[config.mk]
export PLATFORM = sky130hd
export DESIGN_NAME = regfile_dump_reader
export DESIGN_NICKNAME = d
export VERILOG_FILES = /design/src/rtl/regfile_dump_reader.sv
export SDC_FILE = /design/constraint.sdc
export NUM_CORES = 1
export LEC_CHECK = 0
export ABC_AREA = 1
export BUFFER_PORTS_ARGS = -buffer_cell sky130_fd_sc_hd__buf_2
export CAP_MARGIN = 10
export CELL_PAD_IN_SITES_DETAIL_PLACEMENT = 1
export CELL_PAD_IN_SITES_GLOBAL_PLACEMENT = 2
export CORE_MARGIN = 1.5
export CORE_UTILIZATION = 27
export DETAILED_ROUTE_END_ITERATION = 8
export PLACE_DENSITY_LB_ADDON = 0.1
export SLEW_MARGIN = 20
export SYNTH_ARGS = -nofsm -noshare
export SYNTH_HDL_FRONTEND = slang
export SYNTH_SLANG_ARGS = --single-unit
[constraint.sdc]
create_clock -name clk -period 2.05 [get_ports clk]
set_clock_uncertainty 0.2 [all_clocks]
set_input_delay 0.205 -clock clk [delete_from_list [all_inputs] [get_ports clk]]
set_output_delay 0.205 -clock clk [all_outputs]
set_load 0.02 [all_outputs]
[src/rtl/regfile_dump_reader.sv]
// Debug readout engine: walks a window of the register file through a spare
// combinational read port and streams (address, data) words over valid/ready.
module regfile_dump_reader #(
  parameter int NREGS = 32,
  parameter int AW    = 5,
  parameter int DW    = 32
) (
  input  logic          clk,
  input  logic          rst_n,
  input  logic          start,
  input  logic [AW-1:0] start_addr,
  input  logic [AW:0]   count,
  input  logic          abort,
  output logic [AW-1:0] rd_addr,
  input  logic [DW-1:0] rd_data,
  output logic          dout_valid,
  input  logic          dout_ready,
  output logic [AW-1:0] dout_addr,
  output logic [DW-1:0] dout_data,
  output logic          dout_last,
  output logic          busy,
  output logic          done
);

  typedef enum logic {IDLE, RUN} state_t;

  state_t        state, state_n;
  logic [AW-1:0] ptr, ptr_n;
  logic [AW:0]   remaining, remaining_n;
  logic          dout_valid_n, dout_last_n, busy_n, done_n;
  logic [AW-1:0] dout_addr_n;
  logic [DW-1:0] dout_data_n;
  logic          handshake, load;

  // Requests larger than the register file dump it once, never twice.
  function automatic logic [AW:0] sat_count(input logic [AW:0] c);
    if (c > (AW+1)'(NREGS)) return (AW+1)'(NREGS);
    return c;
  endfunction

  assign rd_addr   = ptr;
  assign handshake = dout_valid & dout_ready;
  assign load      = (remaining != '0) && (!dout_valid || dout_ready);

  always_comb begin
    state_n      = state;
    ptr_n        = ptr;
    remaining_n  = remaining;
    dout_valid_n = dout_valid;
    dout_addr_n  = dout_addr;
    dout_data_n  = dout_data;
    dout_last_n  = dout_last;
    done_n       = 1'b0;
    case (state)
      IDLE: begin
        if (start && !abort && (count != '0)) begin
          state_n     = RUN;
          ptr_n       = start_addr;
          remaining_n = sat_count(count);
        end
      end
      RUN: begin
        if (abort) begin
          // Abort drops any in-flight word, even one being accepted now.
          state_n      = IDLE;
          dout_valid_n = 1'b0;
          dout_last_n  = 1'b0;
          remaining_n  = '0;
        end else if (handshake && dout_last) begin
          state_n      = IDLE;
          dout_valid_n = 1'b0;
          dout_last_n  = 1'b0;
          done_n       = 1'b1;
        end else if (load) begin
          dout_data_n  = rd_data;
          dout_addr_n  = ptr;
          dout_last_n  = (remaining == (AW+1)'(1));
          dout_valid_n = 1'b1;
          ptr_n        = ptr + AW'(1);
          remaining_n  = remaining - (AW+1)'(1);
        end else if (handshake) begin
          dout_valid_n = 1'b0;
        end
      end
      default: state_n = IDLE;
    endcase
    busy_n = (state_n == RUN);
  end

  // Registered output / control stage
  always_ff @(posedge clk or negedge rst_n) begin
    if (!rst_n) begin
      state      <= IDLE;
      ptr        <= '0;
      remaining  <= '0;
      dout_valid <= 1'b0;
      dout_addr  <= '0;
      dout_data  <= '0;
      dout_last  <= 1'b0;
      busy       <= 1'b0;
      done       <= 1'b0;
    end else begin
      state      <= state_n;
      ptr        <= ptr_n;
      remaining  <= remaining_n;
      dout_valid <= dout_valid_n;
      dout_addr  <= dout_addr_n;
      dout_data  <= dout_data_n;
      dout_last  <= dout_last_n;
      busy       <= busy_n;
      done       <= done_n;
    end
  end

endmodule

==> results of run 1 <==
[cells by family after synthesis]
logic type / share of synthesized area (%)
buf+inv: 10.72
simple gates: 26.11
compound gates: 10.23
fa+ha+maj: 1.948
flops: 50.66
xor+xnor: 0.3410
[final timing paths]
path / start / end / slack (ns)
min in group asynchronous: rst_n / dout_data[16] / 0.20
min reg2reg: dout_data[10] / dout_data[10] / 0.29
min: abort / done / 0.007
max: remaining[0] / remaining[5] / 0.30
max in group asynchronous: rst_n / dout_addr[4] / 0.81
max reg2reg: remaining[0] / remaining[5] / 0.30
[critical path: cells and delay by family (launching register included)]
kind / cells / cell delay (ns)
AND/OR/NAND/NOR: 6 / 0.72
buffers and inverters: 1 / 0.18
flip-flops: 1 / 0.41
adder cells (fa/ha/maj): 1 / 0.20
[cell type report]
| class | instances | share of cell area [%] |
|---|---|---|
| flip-flops and latches | 52 | 35.95 |
| multi-input cells | 204 | 27.41 |
| repair buffers | 132 | 23.92 |
| inverters | 50 | 5.185 |
| well taps | 129 | 4.459 |
| clock buffers | 6 | 2.005 |
| clock inverters | 2 | 1.072 |
[synth_stat cells]
master | n | area (um2)
inv_2 | 1 | 3.750
buf_4 | 1 | 7.510
o21ai_0 | 13 | 65.06
buf_2 | 2 | 10.01
nand2_1 | 107 | 401.6
inv_1 | 49 | 183.9
a21oi_1 | 2 | 10.01
nor3_1 | 1 | 5.000
nand4_4 | 1 | 21.27
nor2_4 | 1 | 11.26
o21ai_1 | 20 | 100.1
ha_1 | 4 | 50.05
dfrtp_1 | 52 | 1301
nand4_1 | 4 | 25.02
nand3_1 | 25 | 125.1
nor2_1 | 12 | 45.04
xnor2_1 | 1 | 8.760
clkbuf_2 | 2 | 10.01
nor2_8 | 1 | 20.02
buf_6 | 5 | 56.30
nand3_2 | 1 | 10.01
o21ai_2 | 10 | 87.58
nand2_2 | 1 | 6.260
clkbuf_1 | 1 | 3.750
[flip-flops by register name, indices dropped and copies added (netlist names)]
register / count
remaining: 6
dout_addr: 5
rd_addr: 5
done: 1
dout_data: 32
dout_valid: 1
state: 1
dout_last: 1
[routing by layer]
layer	routed length, um	global-route usage, %	part of all wire (%)
met2	3135	23.23	44
met4	79	3.900	1.1
met1	3632	21.28	51
met3	288	2.288	4.0
met5	0	0	0
[what timing repair did]
action / in CTS / in global routing
endpoints found under the hold margin: 52 / 0
setup buffers: 0 / 0
hold buffers: 33 / 0
[per-stage QoR]
stage	util, %	cell area [um2]
3_5_place_dp	34.39	3178
5_1_grt	39.17	3620
3_3_place_gp	34.39	3178
4_1_cts	39.17	3620
2_1_floorplan	-	2569
6_report	39.17	3620
[where the power goes]
group / internal (mW) / total, mW / switching, mW
Combinational: 0.722 / 1.98 / 1.26
Sequential: 1.46 / 1.78 / 0.316
Clock: 0.370 / 0.733 / 0.364
Total: 2.55 / 4.49 / 1.94
==> run summary, run 1 <==
status = finished clean
Routed wire per std cell = 12.41 um
Hold Fails Final Rpt = 0
Total Neg Setup Slack = 0 ns
first-pass iteration count of the detailed router = 4
Core ar. = 9240 um2
Syn Inst Count = 317
final period utilization = 85.45%
Slew Viols, Final = 0
Setup Viol. Count Final = 0
Hold Path Depth = 2
total gr overflow = 0
initial core utilization = 27.80%
Leak = 2.028 nW
initial antenna violation count = 0
Post-Syn Area = 2569 um2
YS warnings = 0
Final ANT Viol Nets = 0
routed wire length = 7.136 mm
clock latency on the worst-skew pair = 0.31 ns
clock sinks = 52
clock slew at reported path FFs = 0.09 ns
dpl ws = 0.3147 ns
Port-buffer cells = 93
fin crit period = 1.752 ns
Crit. End Element = flip-flop
Inserted Clock Buffers = 5
critical path type = reg -> reg
slowest CP cell = dfrtp_1
commonest non-fill, non-tap cells in the layout = 107 x nand2_1, 93 x buf_2, 52 x dfrtp_1
first-pass GRT wire length = 11.96 mm
reg2reg path depth = 8
share of layout cells above drive strength 1 = 27.35%
Die Footprint = 10110 um2
FF/Latch Area = 1301 um2
Slew headroom = 63.55%
CTS tree = yes
Pwr per Cell Area = 1241 nW/um2
Worst EP required = 2.10 ns
DRT iter0 DRCs = 55
H-tree depth = 2
CP peak stage delay = 0.41 ns
Crit path arrival time = 1.80 ns
area taken by multi-input logic gates = 992.2 um2
post-synthesis cell type count = 24
clk buf depth = 2
Area growth, synth to finish = 40.92%
Die Y = 100.5 um
DR vias/cell = 4.214
DIE WIDTH = 100.5 um
Total GRT Usage = 14.80%
via count of the routed design = 2423
HP Class = in -> reg
Cells after DPL = 534
vias in the first global route = 2525
VDD IR max = 0.5206 mV
Setup WS post-layout = 0.2983 ns
I/O Pins = 94
startpoint type of the worst setup path = flip-flop
final-layout fill cell count = 1148
HPWL after DPL = 5.170 mm
cell mode on critical path = nand2_1
post-cts resize count = 0
hold slack = 0.007211 ns
total power = 4.491 mW
sequential area share after synthesis = 50.66%
Synth Net Count = 369
Placer Congestion = 0.7586
number of diodes = 0
syn avg cell area = 8.103 um2
residual DRC count = 0
Clk Tree Root Cell = clkbuf_8
maxcap violations = 0
Finished Layout Cells = 575
flops & latches, synth = 52
critical path peak fanout = 7
Least-Margin Pin Slew = 0.5468 ns
RSZ-0062 raised after global routing = false
Site Rows = 35
Peak Freq = 570.9 MHz
largest net degree at the start of global routing = 43
leading cell type in the layout, fill and taps excluded = nand2_1
nets = 497
crit-path cells = inv_1 -> ha_1 -> nand3_2 -> nand3_1 -> nand2_1 -> nand2_1 -> nand2_1 -> nand2_1
Power figures use the tool's default switching activity.
==> run 2, diff against run 1 <==
--- a/config.mk
+++ b/config.mk
@@ -10,7 +10,7 @@
 export CAP_MARGIN = 10
 export CELL_PAD_IN_SITES_DETAIL_PLACEMENT = 1
 export CELL_PAD_IN_SITES_GLOBAL_PLACEMENT = 2
-export CORE_MARGIN = 1.5
+export CORE_MARGIN = 2
 export CORE_UTILIZATION = 27
 export DETAILED_ROUTE_END_ITERATION = 8
 export PLACE_DENSITY_LB_ADDON = 0.1
==> constraint.sdc (replaced) <==
create_clock -name clk -period 1.9 [get_ports clk]
set_clock_uncertainty 0.2 [all_clocks]
set_input_delay 0.19 -clock clk [delete_from_list [all_inputs] [get_ports clk]]
set_output_delay 0.19 -clock clk [all_outputs]
set_load 0.02 [all_outputs]
==> run 2 against run 1 <==
  * Via count fell by 0.41%
  * Combinational power rose by 8%
  * First-iteration DRC count rose by 5.5%
==> run summary, run 2 (synthesis results as in run 1) <==
status = finished clean
Die Footprint = 10310 um2
Clk Tree Root Cell = clkbuf_8
vias in the first global route = 2376
final period utilization = 88.48%
first-pass iteration count of the detailed router = 4
clock sinks = 52
routed wire length = 7.119 mm
Port-buffer cells = 93
Slew headroom = 80.19%
Area growth, synth to finish = 41.26%
top sig layer = met4
largest net degree at the start of global routing = 53
critical path peak fanout = 6
WL met3 = 317 um
Total Neg Setup Slack = 0 ns
share of layout cells above drive strength 1 = 27.58%
Post-CTS Setup Repair Bufs = 0
DIE WIDTH = 101.5 um
Hold Fails Final Rpt = 0
Total GRT Usage = 14.08%
HP Class = in -> reg
Cells after DPL = 533
VDD IR max = 0.3728 mV
area taken by multi-input logic gates = 994.7 um2
Least-Margin Pin Slew = 0.2972 ns
Setup WS post-layout = 0.2189 ns
Die Y = 101.5 um
Inserted Clock Buffers = 5
Site Rows = 35
dpl ws = 0.1584 ns
clock latency on the worst-skew pair = 0.31 ns
initial core utilization = 27.80%
CTS tree = yes
wl on met1 = 3.510 mm
CP Buf/Inv Count = 1
maxcap violations = 0
Leak = 2.024 nW
FF/Latch Area = 1301 um2
top flop regs = dout_data x32, remaining x6
Core ar. = 9240 um2
leading cell type in the layout, fill and taps excluded = nand2_1
residual DRC count = 0
Finished Layout Cells = 575
Peak Freq = 594.9 MHz
Setup Viol. Count Final = 0
clock slew at reported path FFs = 0.10 ns
Crit. End Element = flip-flop
Util after Layout = 39.27%
CP peak stage delay = 0.42 ns
total gr overflow = 0
crit-path cells = inv_1 -> ha_1 -> nand3_2 -> nand3_1 -> nand2_1 -> nand2_1 -> nand2_1 -> nand2_1
number of diodes = 0
H-tree depth = 2
critical path's top delay family = simple AND/OR/NAND/NOR gates
slowest CP cell = dfrtp_1
Biggest register = dout_data
fin crit period = 1.681 ns
Crit path arrival time = 1.68 ns
via count of the routed design = 2413
final-layout fill cell count = 1154
cell mode on critical path = nand2_1
Final ANT Viol Nets = 0
Worst EP required = 1.90 ns
I/O Pins = 94
Placer Congestion = 0.7404
r2r setup slk = 0.22 ns
hold slack = 0.006916 ns
Slew Viols, Final = 0
commonest non-fill, non-tap cells in the layout = 106 x nand2_1, 93 x buf_2, 52 x dfrtp_1
DR vias/cell = 4.197
first-pass GRT wire length = 11.65 mm
critical path type = reg -> reg
Pwr per Cell Area = 1334 nW/um2
Met2 Wirelength = 3.231 mm
Routed wire per std cell = 12.38 um
DRT iter0 DRCs = 58
startpoint type of the worst setup path = flip-flop
clk buf depth = 2
initial antenna violation count = 0
nets = 497
HPWL after DPL = 5.025 mm
RSZ-0062 raised after global routing = false
number of flip-flops in the largest register = 32
## run 2: per-stage QoR
stage / area [um2] / power, mW
after global placement: 3171 / 4.018
after CTS: 3626 / 4.931
after global routing: 3628 / 5.253
after floorplan: 2569 / 3.278
after detailed placement: 3171 / 4.060
final: 3628 / 4.841
## run 2: worst paths after layout
kind | start | end | depth (start not counted)
setup / recovery | remaining[0] | remaining[1] | 8
hold / removal | start_addr[1] | rd_addr[1] | 5
setup reg to reg | remaining[0] | remaining[1] | 8
hold reg to reg | dout_data[11] | dout_data[11] | 2
max in group asynchronous | rst_n | dout_data[18] | 3
min in group asynchronous | rst_n | dout_data[14] | 3
## run 2: final cells by class
type,instances,share of cell area (%)
clock buffers,5,1.897
repair buffers,132,23.93
inverters,50,5.172
well taps,129,4.448
clock inverters,3,1.276
flip-flops and latches,52,35.86
multi-input cells,204,27.41
## run 2: worst reg2reg max path: cells and delay by family, from the launching register on
family / cells / cell delay, ns
adders and majority gates: 1 / 0.21
DFF: 1 / 0.42
and+or+nand+nor: 6 / 0.67
buffers and inverters: 1 / 0.08
## run 2: routing by layer
metal  up-vias  global-route usage, %
li1       1239                      -
met3         4                  2.484
met2        62                  22.72
met5         -                      0
met1      1108                  19.48
met4         0                  3.742
## run 2: power by group
part           total, mW  leakage, nW  internal (mW)  switching (mW)
registers           1.91        0.656           1.58           0.336
clock network      0.789       0.0548          0.397           0.392
logic               2.14         1.31          0.777            1.36
## run 2: timing repair
action                                  CTS  global route
hold buffers                             34             0
endpoints found under the setup margin    0             5
hold endpoints to repair                 85             0
gates resized for setup                   0             1
==> run 3, diff against run 2 <==
--- a/config.mk
+++ b/config.mk
@@ -5,13 +5,12 @@
 export SDC_FILE = /design/constraint.sdc
 export NUM_CORES = 1
 export LEC_CHECK = 0
-export ABC_AREA = 1
 export BUFFER_PORTS_ARGS = -buffer_cell sky130_fd_sc_hd__buf_2
 export CAP_MARGIN = 10
 export CELL_PAD_IN_SITES_DETAIL_PLACEMENT = 1
 export CELL_PAD_IN_SITES_GLOBAL_PLACEMENT = 2
 export CORE_MARGIN = 2
-export CORE_UTILIZATION = 27
+export CORE_UTILIZATION = 31
 export DETAILED_ROUTE_END_ITERATION = 8
 export PLACE_DENSITY_LB_ADDON = 0.1
 export SLEW_MARGIN = 20
==> run 3 against run 2 <==
  * The flow now finishes with violations (negative setup slack)
  * Design area grew 6.8%
  * Combinational power is 22% higher
  * Maximum frequency is 12% lower
  * Area after synthesis fell by 6.7%
  * Global-route usage grew 3.0 points
  * Register-to-register slack got worse by 0.22 ns
  * Via count down 13%
  * Sequential share of layout area shrank 2.3 points
  * Critical path depth is 2 lower
  * Critical path type unchanged
  * Largest power group unchanged
==> run summary, run 3 <==
status = finished, violations left
failing checks = negative setup slack
Die Footprint = 8448 um2
H-tree depth = 2
number of flip-flops in the largest register = 32
first-pass GRT wire length = 11.44 mm
Crit path arrival time = 1.90 ns
fin crit period = 1.905 ns
Synth Net Count = 231
initial antenna violation count = 0
clock slew at reported path FFs = 0.10 ns
Post-Syn Area = 2396 um2
VDD IR max = 0.7767 mV
met1 GRT Util = 21.60%
total gr overflow = 0
Die Y = 91.92 um
initial core utilization = 31.50%
dominant cell type by area after synthesis = dfrtp_1
DIE WIDTH = 91.92 um
synth cell count leaders = 52 x dfrtp_1, 19 x mux2_4, 18 x mux2_2
RSZ-0062 raised after global routing = true
final-layout fill cell count = 851
Slew headroom = 79.96%
Post-synth EDFFs = 0
top flop regs = dout_data x32, remaining x6
Routed wire per std cell = 16.18 um
share of layout cells above drive strength 1 = 52.17%
DRT iter0 DRCs = 34
Final ANT Viol Nets = 0
via count of the routed design = 2099
HPWL after DPL = 4.341 mm
gr busiest metal = met2
Area after DPL = 3157 um2
Least-Margin Pin Slew = 0.3007 ns
clock sinks = 52
Synth area leaders = dfrtp_1 54%, mux2_4 12%, mux2_2 8.5%
top-count cell post-synth = dfrtp_1
residual DRC count = 0
nets = 396
critical path type = reg -> reg
Placer Congestion = 0.7387
Inserted Clock Buffers = 5
HP Class = in -> reg
commonest non-fill, non-tap cells in the layout = 93 x buf_2, 52 x dfrtp_1, 40 x dlygate4sd3_1
Hold Fails Final Rpt = 0
number of diodes = 0
flops & latches, synth = 52
Setup WS post-layout = -0.005085 ns
area taken by multi-input logic gates = 1119 um2
Core ar. = 7607 um2
startpoint type of the worst setup path = flip-flop
Syn Inst Count = 179
final instance area = 3874 um2
post-synthesis cell type count = 39
Async SR Flop Fraction = 100.0%
Peak Freq = 524.9 MHz
Slew Viols, Final = 0
syn avg cell area = 13.39 um2
Pwr per Cell Area = 1380 nW/um2
critical path peak fanout = 8
Site Rows = 32
routed wire length = 7.234 mm
Clk Tree Root Cell = clkbuf_8
Area growth, synth to finish = 61.67%
vias in the first global route = 2185
DR vias/cell = 4.696
routing usage on met3 = 3.944%
Worst EP required = 1.89 ns
Biggest register = dout_data
leading cell type in the layout, fill and taps excluded = buf_2
Util after Layout = 50.92%
clk buf depth = 2
sequential area share after synthesis = 54.31%
final period utilization = 100.3%
Leak = 1.848 nW
clock latency on the worst-skew pair = 0.31 ns
Setup Viol. Count Final = 1
Top FF cell, synth = dfrtp_1
Yosys top cell area share = 54.31%
FF/Latch Area = 1301 um2
CTS tree = yes
maxcap violations = 0
largest net degree at the start of global routing = 53
Port-buffer cells = 93
Crit. End Element = flip-flop
Total GRT Usage = 17.05%
first-pass iteration count of the detailed router = 4
I/O Pins = 94
YS warnings = 0
M2 GR Usage = 30.45%
run 3: changes by cell type after synthesis, sizes merged, moves of 3 or more:
| cell | change |
|---|---|
| nand4 | -3 |
| mux2 | +37 |
| clkbuf | -3 |
| nand2b | +4 |
| nor4 | +3 |
| nor2 | -3 |
| nand3 | -25 |
| inv | -46 |
| nand2 | -104 |
| a32oi | +3 |
| a31oi | +4 |
| a21oi | +8 |
| o21ai | -33 |
run 3: timing repair:
action / 4_1_cts / 5_1_grt
hold buffers: 40 / 0
gates resized for setup: 5 / 19
setup endpoints to repair: 35 / 45
hold endpoints to repair: 91 / 0
cloned: 2 / 1
setup buffers: 3 / 2
pin swaps: 2 / 2
run 3: cells by family (layout without fill, tap and decap cells):
family | Yosys count | count (layout) | synth area share (%)
buf+inv | 11 | 177 | 2.976
flops | 52 | 52 | 54.31
mux | 38 | 38 | 20.78
fa+ha+maj | 4 | 4 | 2.089
compound gates | 42 | 42 | 12.22
simple gates | 32 | 32 | 7.623
run 3: power by group:
group / total, mW / switching, mW / internal [mW]
registers: 1.96 / 0.359 / 1.60
clock network: 0.778 / 0.379 / 0.399
logic: 2.61 / 1.32 / 1.29
total: 5.35 / 2.06 / 3.29
run 3: per-stage QoR:
stage	hold slack, ns	setup WS (ns)	power, mW	setup TNS, ns	instances
after floorplan	-0.3056	0.006305	3.393	0	179
after global placement	0.01230	-0.02132	4.271	-0.3783	392
after detailed placement	0.01175	-0.07930	4.301	-1.748	392
after CTS	0.002020	0.002713	5.232	0	445
after global routing	0.04098	-0.07098	5.646	-1.368	447
final	0.01202	-0.005085	5.346	-0.005085	447
run 3: path summary, 6_finish.rpt:
path	from	end	slack (ns)	cells past startpoint
max reg2reg	remaining[4]	dout_data[30]	-0.005	6
max in group asynchronous	rst_n	remaining[3]	1.03	3
min	count[4]	remaining[4]	0.01	3
min reg2reg	dout_data[30]	dout_data[30]	0.31	1
max	remaining[4]	dout_data[30]	-0.005	6
min in group asynchronous	rst_n	dout_data[18]	0.21	3
run 3: critical path, cell delays in order, from the launching register on:
cell	delay, ns
dfrtp_1	0.41
nor4_4	0.06
buf_4	0.15
a221oi_4	0.32
buf_6	0.18
clkbuf_16	0.16
mux2_2	0.32
run 3: final cells by class:
cell class / count / area share [%]
clock buffer: 6 / 1.873
clock inverter: 2 / 1.001
inverter: 4 / 0.3876
multi-input combinational: 116 / 28.88
timing repair buffer: 165 / 30.98
sequential: 52 / 33.59
tap: 102 / 3.295
run 3: per-layer routing:
metal,vias up,share of wire [%]
met3,2,4.6
met4,0,0.26
li1,995,-
met2,59,52
met1,1043,43
met5,-,0
